$ cat src/rtl/avalon_streaming_tester.sv
// avalon_streaming_tester: Avalon-ST source/sink tester; clk/reset, start+len+seed run request, aso_* stimulus out, asi_* checked in, busy/done/error/timeout/err_count status
module avalon_streaming_tester #(
  parameter int DATA_W = 8,
  parameter int LEN_W = 16,
  parameter logic [7:0] READY_PATTERN = 8'hFF,
  parameter int TIMEOUT = 1024
) (
  input  logic              clk,
  input  logic              reset,
  input  logic              start,
  input  logic [LEN_W-1:0]  len,
  input  logic [DATA_W-1:0] seed,
  output logic              aso_valid,
  output logic [DATA_W-1:0] aso_data,
  input  logic              aso_ready,
  input  logic              asi_valid,
  input  logic [DATA_W-1:0] asi_data,
  output logic              asi_ready,
  output logic              busy,
  output logic              done,
  output logic              error,
  output logic              timeout,
  output logic [LEN_W-1:0]  err_count
);
  localparam int IDLE_W = $clog2(TIMEOUT + 1);
  typedef enum logic [1:0] {S_IDLE, S_RUN, S_DONE} state_t;
  state_t r_state, w_state_nx;
  logic [LEN_W-1:0] r_len, r_tx_cnt, r_rx_cnt, w_len_nx, w_tx_nx, w_rx_nx, w_err_cnt_nx;
  logic [DATA_W-1:0] r_seed, w_seed_nx;
  logic [2:0] r_phase, w_phase_nx;
  logic [IDLE_W-1:0] r_idle, w_idle_nx, w_idle_inc;
  logic w_start_ok, w_tx_xfer, w_rx_xfer, w_mismatch, w_tmo, w_last, w_run_nx, w_error_nx, w_timeout_nx;
  always_comb begin
    w_start_ok = start && r_state != S_RUN;
    w_tx_xfer = r_state == S_RUN && aso_valid && aso_ready;
    w_rx_xfer = r_state == S_RUN && asi_ready && asi_valid;
    w_mismatch = w_rx_xfer && asi_data != r_seed + DATA_W'(r_rx_cnt);
    w_idle_inc = r_idle + IDLE_W'(1);
    w_tmo = r_state == S_RUN && !w_tx_xfer && !w_rx_xfer && w_idle_inc == IDLE_W'(TIMEOUT);
    w_last = w_rx_xfer && r_rx_cnt + LEN_W'(1) == r_len;
    w_state_nx = w_start_ok ? (len == '0 ? S_DONE : S_RUN) : (w_last || w_tmo) ? S_DONE : r_state;
    w_len_nx = w_start_ok ? len : r_len;
    w_seed_nx = w_start_ok ? seed : r_seed;
    w_tx_nx = w_start_ok ? '0 : r_tx_cnt + LEN_W'(w_tx_xfer);
    w_rx_nx = w_start_ok ? '0 : r_rx_cnt + LEN_W'(w_rx_xfer);
    w_phase_nx = w_start_ok ? '0 : r_state == S_RUN ? r_phase + 3'd1 : r_phase;
    w_idle_nx = (w_start_ok || w_tx_xfer || w_rx_xfer) ? '0 : r_state == S_RUN ? w_idle_inc : r_idle;
    w_err_cnt_nx = w_start_ok ? '0 : (w_mismatch && err_count != '1) ? err_count + LEN_W'(1) : err_count;
    w_error_nx = !w_start_ok && (error || w_mismatch || w_tmo);
    w_timeout_nx = !w_start_ok && (timeout || w_tmo);
    w_run_nx = w_state_nx == S_RUN;
  end
  always_ff @(posedge clk) begin
    if (reset) begin
      r_state <= S_IDLE;
      r_len <= '0;
      r_seed <= '0;
      r_tx_cnt <= '0;
      r_rx_cnt <= '0;
      r_phase <= '0;
      r_idle <= '0;
      aso_valid <= 1'b0;
      aso_data <= '0;
      asi_ready <= 1'b0;
      busy <= 1'b0;
      done <= 1'b0;
      error <= 1'b0;
      timeout <= 1'b0;
      err_count <= '0;
    end else begin
      r_state <= w_state_nx;
      r_len <= w_len_nx;
      r_seed <= w_seed_nx;
      r_tx_cnt <= w_tx_nx;
      r_rx_cnt <= w_rx_nx;
      r_phase <= w_phase_nx;
      r_idle <= w_idle_nx;
      aso_valid <= w_run_nx && w_tx_nx < w_len_nx;
      aso_data <= w_seed_nx + DATA_W'(w_tx_nx);
      asi_ready <= w_run_nx && w_rx_nx < w_len_nx && READY_PATTERN[w_phase_nx];
      busy <= w_run_nx;
      done <= w_state_nx == S_DONE;
      error <= w_error_nx;
      timeout <= w_timeout_nx;
      err_count <= w_err_cnt_nx;
    end
  end
endmodule

$ cat config.mk
export PLATFORM = sky130hd
export DESIGN_NAME = avalon_streaming_tester
export DESIGN_NICKNAME = d
export VERILOG_FILES = /design/src/rtl/avalon_streaming_tester.sv
export SDC_FILE = /design/constraint.sdc
export NUM_CORES = 1
export LEC_CHECK = 0
export ABC_AREA = 1
export CAP_MARGIN = 10
export CORE_MARGIN = 2
export CORE_UTILIZATION = 45
export DETAILED_ROUTE_END_ITERATION = 7
export PLACE_DENSITY_LB_ADDON = 0.2
export SLEW_MARGIN = 20
export SYNTH_ARGS = -nofsm -noshare
export SYNTH_HDL_FRONTEND = slang
export SYNTH_SLANG_ARGS = --single-unit
$ cat constraint.sdc
create_clock -name clk -period 10 [get_ports clk]
set_clock_uncertainty 0.05 [all_clocks]
set_input_delay 2 -clock clk [delete_from_list [all_inputs] [get_ports clk]]
set_output_delay 2 -clock clk [all_outputs]
set_load 0.03 [all_outputs]
# ---- Word-level counts from Yosys, hierarchy flattened
# Memories as Yosys holds them, arrays and structs flattened.
# Cells that the tools add are included.
dict set report word_totals {
  register_bits 102
  mem_count 1
  elab_cells 73
  romBits 8
}
dict set report op_classes {
  n_addsub 8
  reduce_logical 28
  mux 10
  eq_ne 8
  order_cmp 3
}
# name depth word_bits rd rd_ports_with_merged_regs write_ports line_no
set memory_table {}
lappend memory_table {{(name not given)} 8 1 1 0 0 80} ;# asi_ready <= w_run_nx && w_rx_nx < w_len_nx && READY_PATTERN[w_phase_nx];
# operator count
set ops {}
lappend ops {{two-way mux 16 bit} 3}
lappend ops {{adder 16 x 1 -> 16 bit} 2}
lappend ops {{adder 16 x 1 -> 16 bit, second input constant} 2}
lappend ops {{less-than comparator 16 bit} 2}
lappend ops {{adder 8 bit} 2}
lappend ops {{equality test 16 bit} 1}
lappend ops {{logical AND 1 bit} 16}
lappend ops {{zero test 16 bit} 1}
lappend ops {{!= test 16 bit, second input constant} 1}
lappend ops {{adder 11 x 1 -> 11 bit, second input constant} 1}
lappend ops {{equality test 11 bit, second input constant} 1}
lappend ops {{two-way mux 8 bit} 1}
lappend ops {{!= test 8 bit} 1}
lappend ops {{logical OR 1 bit} 6}
lappend ops {{two-way mux 2 bit} 3}
lappend ops {{two-way mux 3 bit} 2}
lappend ops {{equality test 2 x 1 -> 1 bit, second input constant} 2}
lappend ops {{less-than comparator 3 x 4 -> 1 bit, second input constant} 1}
lappend ops {{OR reduction 2 bit} 2}
lappend ops {{adder 3 x 1 -> 3 bit, second input constant} 1}
lappend ops {{zero test 1 bit} 3}
lappend ops {{equality test 2 bit, second input constant} 1}
lappend ops {{!= test 2 x 1 -> 1 bit, second input constant} 1}
lappend ops {{two-way mux 1 bit} 1}

# ---- Longest topological paths before layout
# Gate-level depths: netlist of the first run.
dict set report logic_depth {
  word_depth 13
  depth_mapped 23
  mapped_depth_nobuf 22
}

# ---- Worst setup path before layout of the first run
# Ideal clock, no wire load.
dict set report synth_timing {
  path_kind {input to register}
  startpoint {in asi_valid}
  endpoint {reg asi_ready}
  arrival_time_ns 4.632
  required_time_ns 9.886
  stages 20
  path_slack_ns 5.254
  setup_time_ns 0.064
  cell_sequence {nand3_1 clkinv_1 clkbuf_1 ha_1 ha_1 nand2_1 nor2_1 inv_1 nor2_1 inv_1 nor2_1 nand2_1 nor2_1 nor3_1 ha_1 a21oi_1 nor2_1 a2111oi_0 nand2_1 nor2_1}
}
dict set report synth_via {
  elab_cells_between_ends 14
  classes_between {1 x add/sub; 1 x order compare; 1 x eq/ne; 3 x mux; 8 x reduce/logical}
}
# item line_no
set synth_lines {}
lappend synth_lines {{start: declaration} 16} ;# input logic asi_valid,
lappend synth_lines {{logical AND 1 bit} 36} ;# w_rx_xfer = r_state == S_RUN && asi_ready && asi_valid;
lappend synth_lines {{adder 16 x 1 -> 16 bit} 45} ;# w_rx_nx = w_start_ok ? '0 : r_rx_cnt + LEN_W'(w_rx_xfer);
lappend synth_lines {{two-way mux 16 bit} 45}
lappend synth_lines {{named net w_rx_nx[12]} 28} ;# logic [LEN_W-1:0] r_len, r_tx_cnt, r_rx_cnt, w_len_nx, w_tx_nx, w_rx_nx, w_err_cnt_nx;
lappend synth_lines {{less-than comparator 16 bit} 80}
lappend synth_lines {{logical AND 1 bit (2 in a row)} 80}
lappend synth_lines {{end signal: assignment} 80}
lappend synth_lines {{end: declaration} 18} ;# output logic asi_ready,
# The timed path passes the listed nets, and every way through them passes these cells.
# A chain may end at the register's enable or synchronous reset.

# ---- Worst setup path in the final report of the first run
dict set report layout_timing {
  startpoint {in start}
  endpoint {reg aso_data[7]}
}
dict set report layout_via {
  elab_chain_cells 3
  elab_cells_between_ends 4
  classes_between {1 x add/sub; 2 x mux; 1 x reduce/logical}
}
# item line_no
set layout_rtl {}
lappend layout_rtl {{start: declaration} 10} ;# input logic start,
lappend layout_rtl {{logical AND 1 bit} 34} ;# w_start_ok = start && r_state != S_RUN;
lappend layout_rtl {{two-way mux 8 bit} 43} ;# w_seed_nx = w_start_ok ? seed : r_seed;
lappend layout_rtl {{named net w_seed_nx[1]} 29} ;# logic [DATA_W-1:0] r_seed, w_seed_nx;
lappend layout_rtl {{adder 8 bit} 79} ;# aso_data <= w_seed_nx + DATA_W'(w_tx_nx);
lappend layout_rtl {{end signal: assignment} 79}
lappend layout_rtl {{end: declaration} 14} ;# output logic [DATA_W-1:0] aso_data,
# The timed path passes the listed nets, and every way through them passes these cells.

==> out/results.ini, run 1 <==
[status]
status = complete, no violations

[logic_synthesis]
synthTopCellsByArea = dfxtp_1, nand2_1, ha_1
syn_avg_cell_area_um2 = 6.863
syn_nets = 1045
synth_commonest_cells = nand2_1, nor2_1, inv_1
ys_ff_latch = 99
yosys.area.top_type = dfxtp_1
synth-main-ff-cell = dfxtp_1
ys_seq_area_share_pct = 30.27
async_reset_ff_share_pct = 0
netlist_area_um2 = 6548
synth_edf_count = 0
yosys_warnings = 0
ys_types = 41
synthMostInstantiatedCell = nand2_1
syn_inst = 954
synth_top_area_share_pct = 30.27

[run]
max_cap_violations = 0

[worst_setup_path]
cp-end-kind = flop
crit_family = buffers and inverters
cp.arrival_ns = 5.98
max_stage_delay_ns = 0.71
required_ns = 10.24
startpoint_type = input pin
critical_path_class = in2reg
cp_max_fo = 87
timing.critical_path.buf_inv = 5
cp_cell_sequence = clkdlybuf4s50_1 -> inv_1 -> nor2_4 -> buf_4 -> clkinv_1 -> o21ai_0 -> inv_1 -> ha_1 -> nand3_1 -> nand2_1 -> nand2_1 -> nand2_1 -> a21oi_1 -> nor2_1 -> nor2_1 -> nor2_1 -> o21a_1 -> nor3_1
crit_slowest_cell = clkinv_1

[sta]
period_share_pct = 57.42
rsz0062_at_grt = no
finalHoldViolations = 0
setup_tns_ns = 0
slew-limit-headroom_pct = 41.53
fmax_mhz = 174.2
worst_pin_slew_ns = 0.8770
setup_viol = 0
min_period_ns = 5.742
drv_slew = 0

[clock_network]
clk_latency_ns = 0.37
clkTransAtPathRegs_ns = 0.07
ctsResizeCount = 0
cts.sinks = 99
root_buffer = clkbuf_16
cts-buffers-inserted = 9
htreeDepth = 3
cts_setup_buffers = 0
cts_tree = yes
holdBufCountCts = 0
cts_buffer_depth = 2

[global_route]
antenna_found_initial = 0
overflow = 0
grt_start_max_net_pins = 88
grt_pass1_wl_um = 26900
grtUsageTotal_pct = 21.22
grt_pass1_vias = 5611

[placed_design]
postPlaceCellArea_um2 = 7336
dp_cells = 1180
io_buffers = 66
dpl.hpwl_um = 12020
place.gp.congestion = 0.8856

[drt]
dr_total_vias = 6053
drtIter0Drc = 440
wl_um = 15900
drc = 0
dr.pass1.iters = 5
wl_per_cell_um = 13.29
antenna_left = 0
vias_per_cell = 5.061

[finish]
n_antenna_cell = 0
ff_latch_area_um2 = 1982
nets = 1098
fillers = 1456
syn_to_final_growth_pct = 16.53
postLayoutCellArea_um2 = 7630
multi_input_area_um2 = 3976
drive_gt1_share_pct = 4.545
final_cell_count_no_fill = 1196

[die]
die_area_um2 = 15530
row_count = 44
die_x_um = 124.6
io-pin-count = 67
start_util_pct = 45.57
chipHeight_um = 124.6
coreArea_um2 = 14370

[power_and_ir_drop]
powerDensity_nw_per_um2 = 118.7
ir_drop_mv = 0.09345
p_leak_nw = 3.289

[min_path]
hp-class = reg2reg

[layer usage]
layer	vias to the layer above	routed length [um]	GRT usage, %
met5	-	0	0
met4	0	168	5.948
met3	14	647	3.952
met2	107	7220	34.39
met1	2682	7858	28.92
li1	3250	-	-
[worst reg2reg max path, cell delays in order, from the launching register on]
cell and delay, ns:
dfxtp_1 0.33, inv_1 0.06, nor2_4 0.32, inv_1 0.27
nor2_1 0.33, ha_1 0.25, ha_1 0.21, nand3_1 0.11
nor2_1 0.23, nand2_1 0.15, nor3_1 0.28, nand2_1 0.16
nor2_1 0.20, nand3_1 0.09, inv_1 0.08, nor3_1 0.05
ha_1 0.32, nand2_1 0.06, nor4_1 0.26, nand2_1 0.09
nand3_1 0.10, nor2_1 0.06
[state kept, by name (all words and copies together) (netlist names)]
name       cells
aso_data       8
r_idle        11
r_len         16
error          1
r_seed         8
err_count     16
r_rx_cnt      16
asi_ready      1
busy           1
timeout        1
r_state        2
r_tx_cnt      16
aso_valid      1
done           1
[cell usage in the layout, fill, tap and decap left out, drive strengths merged, types with 3 or more instances in the layout]
cell type      synthesis  layout
a211oi                 3       3
a21oi                 48      48
a31oi                  4       4
buf                    9       3
clkbuf                17       9
clkdlybuf4s50          0      65
clkinv                 2       4
dfxtp                 99      99
ha                    52      52
inv                  125     128
mux2i                  3       3
nand2                180     180
nand3                 49      49
nand4                 37      37
nor2                 141     141
nor3                  36      36
nor4                  28      28
o21ai                 40      40
o21bai                 3       3
or2                    9       9
xnor2                 20      20
xor2                  35      35
[final timing paths]
check	cells past startpoint	slack [ns]	end	from
max	18	4.26	aso_data[7]$_SDFF_PP0_	start
min	2	0.42	timeout$_SDFF_PP0_	timeout$_SDFF_PP0_
max reg2reg	21	5.86	aso_valid$_SDFF_PP0_	r_state[0]$_SDFF_PP0_
min reg2reg	2	0.42	timeout$_SDFF_PP0_	timeout$_SDFF_PP0_
[stage by stage]
stage                     power (mW)  hold WS (ns)  utilization, %  worst slack, ns
final                         0.9054        0.4244           53.10            4.258
after global routing          0.9534        0.4868           53.10            3.747
after CTS                     0.9181        0.4302           53.10            4.290
after detailed placement      0.5669        0.4121           51.05            3.912
after global placement        0.5658        0.4025           51.05            3.967
after floorplan               0.5178        0.4246               -            5.254
[power breakdown]
part           leakage, nW  total (mW)  switching, mW  internal (mW)
clock                0.137       0.347          0.172          0.175
combinational         2.35       0.139         0.0852         0.0539
sequential           0.807       0.419         0.0110          0.408
[final cells by class]
class / count / share of cell area [%]
timing repair buffer: 68 / 8.790
tap: 184 / 3.017
clock inverter: 7 / 0.9019
clock buffer: 9 / 2.952
inverter: 127 / 6.248
multi-input combinational: 702 / 52.12
sequential: 99 / 25.98
[kinds of logic after synthesis]
| family | share of synthesized area, % |
|---|---|
| simple gates | 33.67 |
| buf+inv | 9.077 |
| compound gates | 8.618 |
| flops | 30.27 |
| xor+xnor | 7.357 |
| fa+ha+maj | 10.55 |
| mux | 0.4586 |
(Power assumes the default switching activity.)
==> run 2, diff against run 1 <==
- clock period: 10 -> 5.7 ns (I/O delays scaled with it)
==> run 2 against run 1 <==
Compared with the run above: clock power rose by 89%; die area stayed put; critical path depth up 2; sequential power rose by 76%; power rose by 81%; worst hold slack improved by 0.0036 ns; first-iteration DRC count rose by 7.3%; sequential cell count unchanged; critical path type unchanged; largest cell class unchanged; highest routed layer unchanged.
==> out/results.ini, run 2 (same netlist as run 1, synthesis figures left out) <==
[sta]
drv_slew = 0
setup_viol = 0
slew-limit-headroom_pct = 44.65
worst_pin_slew_ns = 0.8302
period_share_pct = 75.97
min_period_ns = 4.331
finalHoldViolations = 0
rsz0062_at_grt = no
fmax_mhz = 230.9
setup_tns_ns = 0

[min_path]
whs_endpoint = timeout$_SDFF_PP0_
hold_path_depth = 2
min_from = timeout$_SDFF_PP0_
hp-class = reg2reg

[die]
die_area_um2 = 15530
coreArea_um2 = 14370
die_x_um = 124.6
row_count = 44
io-pin-count = 67
start_util_pct = 45.57
chipHeight_um = 124.6

[worst_setup_path]
crit_top_cell = nand2_1
cp.arrival_ns = 4.54
critical_path_class = in2reg
r2r_start = r_state[0]$_SDFF_PP0_
cp-end-kind = flop
cp_max_fo = 4
crit_slowest_cell = clkdlybuf4s50_1
ff2ff_path_depth = 21
cp_cell_sequence = clkdlybuf4s50_1 -> nand2_1 -> nor2_1 -> ha_1 -> ha_1 -> nand3_1 -> nor2_1 -> nand2_1 -> nor3_1 -> nand2_1 -> nor2_1 -> nand3_1 -> inv_1 -> nor3_1 -> ha_1 -> nand2_1 -> nor4_1 -> nand2_1 -> nand3_1 -> nor2_1
required_ns = 5.91
r2r-end = aso_valid$_SDFF_PP0_
crit_family = simple AND/OR/NAND/NOR gates
r2r_setup_slack_ns = 1.70
timing.critical_path.buf_inv = 2
startpoint_type = input pin
max_stage_delay_ns = 0.45

[global_route]
grt_pass1_wl_um = 26680
grtUsageTotal_pct = 20.94
overflow = 0
antenna_found_initial = 0
grt_pass1_vias = 5517
grt_start_max_net_pins = 87

[placed_design]
place.gp.congestion = 0.8746
dpl.hpwl_um = 12220
postPlaceCellArea_um2 = 7343
io_buffers = 66
dp_cells = 1181

[clock_network]
htreeDepth = 3
holdBufCountCts = 0
cts-buffers-inserted = 9
root_buffer = clkbuf_16
cts_buffer_depth = 2
cts_tree = yes
cts_setup_buffers = 0
clkTransAtPathRegs_ns = 0.08
ctsResizeCount = 0
clk_latency_ns = 0.36
cts.sinks = 99

[finish]
syn_to_final_growth_pct = 17.01
postLayoutCellArea_um2 = 7661
nets = 1099
drive_gt1_share_pct = 4.640
final_cell_count_no_fill = 1197
n_antenna_cell = 0
final_common_cell = nand2_1
mostFrequentLayoutCells = nand2_1, nor2_1, inv_1, dfxtp_1, clkdlybuf4s50_1

[drt]
dr.pass1.iters = 5
drtIter0Drc = 472
wl_um = 16010
wl_per_cell_um = 13.38
dr_total_vias = 6082
drc = 0
vias_per_cell = 5.081
antenna_left = 0

[power_and_ir_drop]
pwr-share-clk_pct = 40.0
switching_share_pct = 28.29
power.switching_mw = 0.4627
ir_drop_mv = 0.1873
combPwrFrac_pct = 15.0
intPower_mw = 1.173
p_leak_nw = 3.315
seqPwrFrac_pct = 45.0
powerDensity_nw_per_um2 = 213.5

[run]
max_cap_violations = 0

[status]
status = complete, no violations

-- run 2: cell count changes in the layout (fill, tap and decap cells not counted), sizes merged --
cell,previous run,this run
clkinvlp,2,0
buf,3,4
bufinv,0,1
clkbuf,9,10
-- run 2: power groups by stage --
stage	registers, mW	logic (mW)	clock network [mW]
final	0.736	0.245	0.655
after global routing	0.738	0.277	0.704
after CTS	0.735	0.245	0.677
after detailed placement	0.752	0.244	0
after global placement	0.751	0.242	0
after floorplan	0.757	0.151	0
-- run 2: final cells by class --
class | instances | area (um2)
Clock inverter | 6 | 78.83
Tap cell | 184 | 230.2
Timing Repair Buffer | 69 | 678.2
Inverter | 127 | 476.7
Multi-Input combinational cell | 702 | 3976
Fill cell | 1425 | 6708
Sequential cell | 99 | 1982
Clock buffer | 10 | 239.0
-- run 2: worst register-to-register path, delay by kind of cell (launching register included) --
kind	cells	cell delay (ns)
simple gates	15	2.34
buf+inv	3	0.42
fa+ha+maj	3	0.76
flops	1	0.33
-- run 2: metal layers --
| metal | GRT usage [%] | wire length, um | vias up |
|---|---|---|---|
| met5 | 0 | 0 | - |
| met4 | 4.098 | 181 | 0 |
| met2 | 33.46 | 7227 | 127 |
| li1 | - | - | 3262 |
| met1 | 29.12 | 7973 | 2679 |
| met3 | 4.725 | 628 | 14 |
-- run 2: worst max path at each step --
stage | start | end | slack, ns | cells after the start
2_1_floorplan | asi_valid | asi_ready$_SDFF_PP0_ | 1.81 | 20
3_3_place_gp | aso_ready | aso_valid$_SDFF_PP0_ | 1.11 | 20
3_5_place_dp | aso_ready | aso_valid$_SDFF_PP0_ | 1.01 | 20
4_1_cts | aso_ready | aso_valid$_SDFF_PP0_ | 1.40 | 20
5_1_grt | asi_valid | asi_ready$_SDFF_PP0_ | 0.94 | 22
6_report | aso_ready | aso_valid$_SDFF_PP0_ | 1.37 | 20
-- run 2: per-stage QoR --
stage	setup slack, ns	hold slack, ns	util (%)	power, mW
2_1_floorplan	1.814	0.4246	-	0.9084
3_3_place_gp	1.113	0.4035	51.11	0.9934
3_5_place_dp	1.013	0.4177	51.11	0.9953
4_1_cts	1.397	0.4357	53.32	1.658
5_1_grt	0.9400	0.4863	53.32	1.719
6_report	1.369	0.4280	53.32	1.635
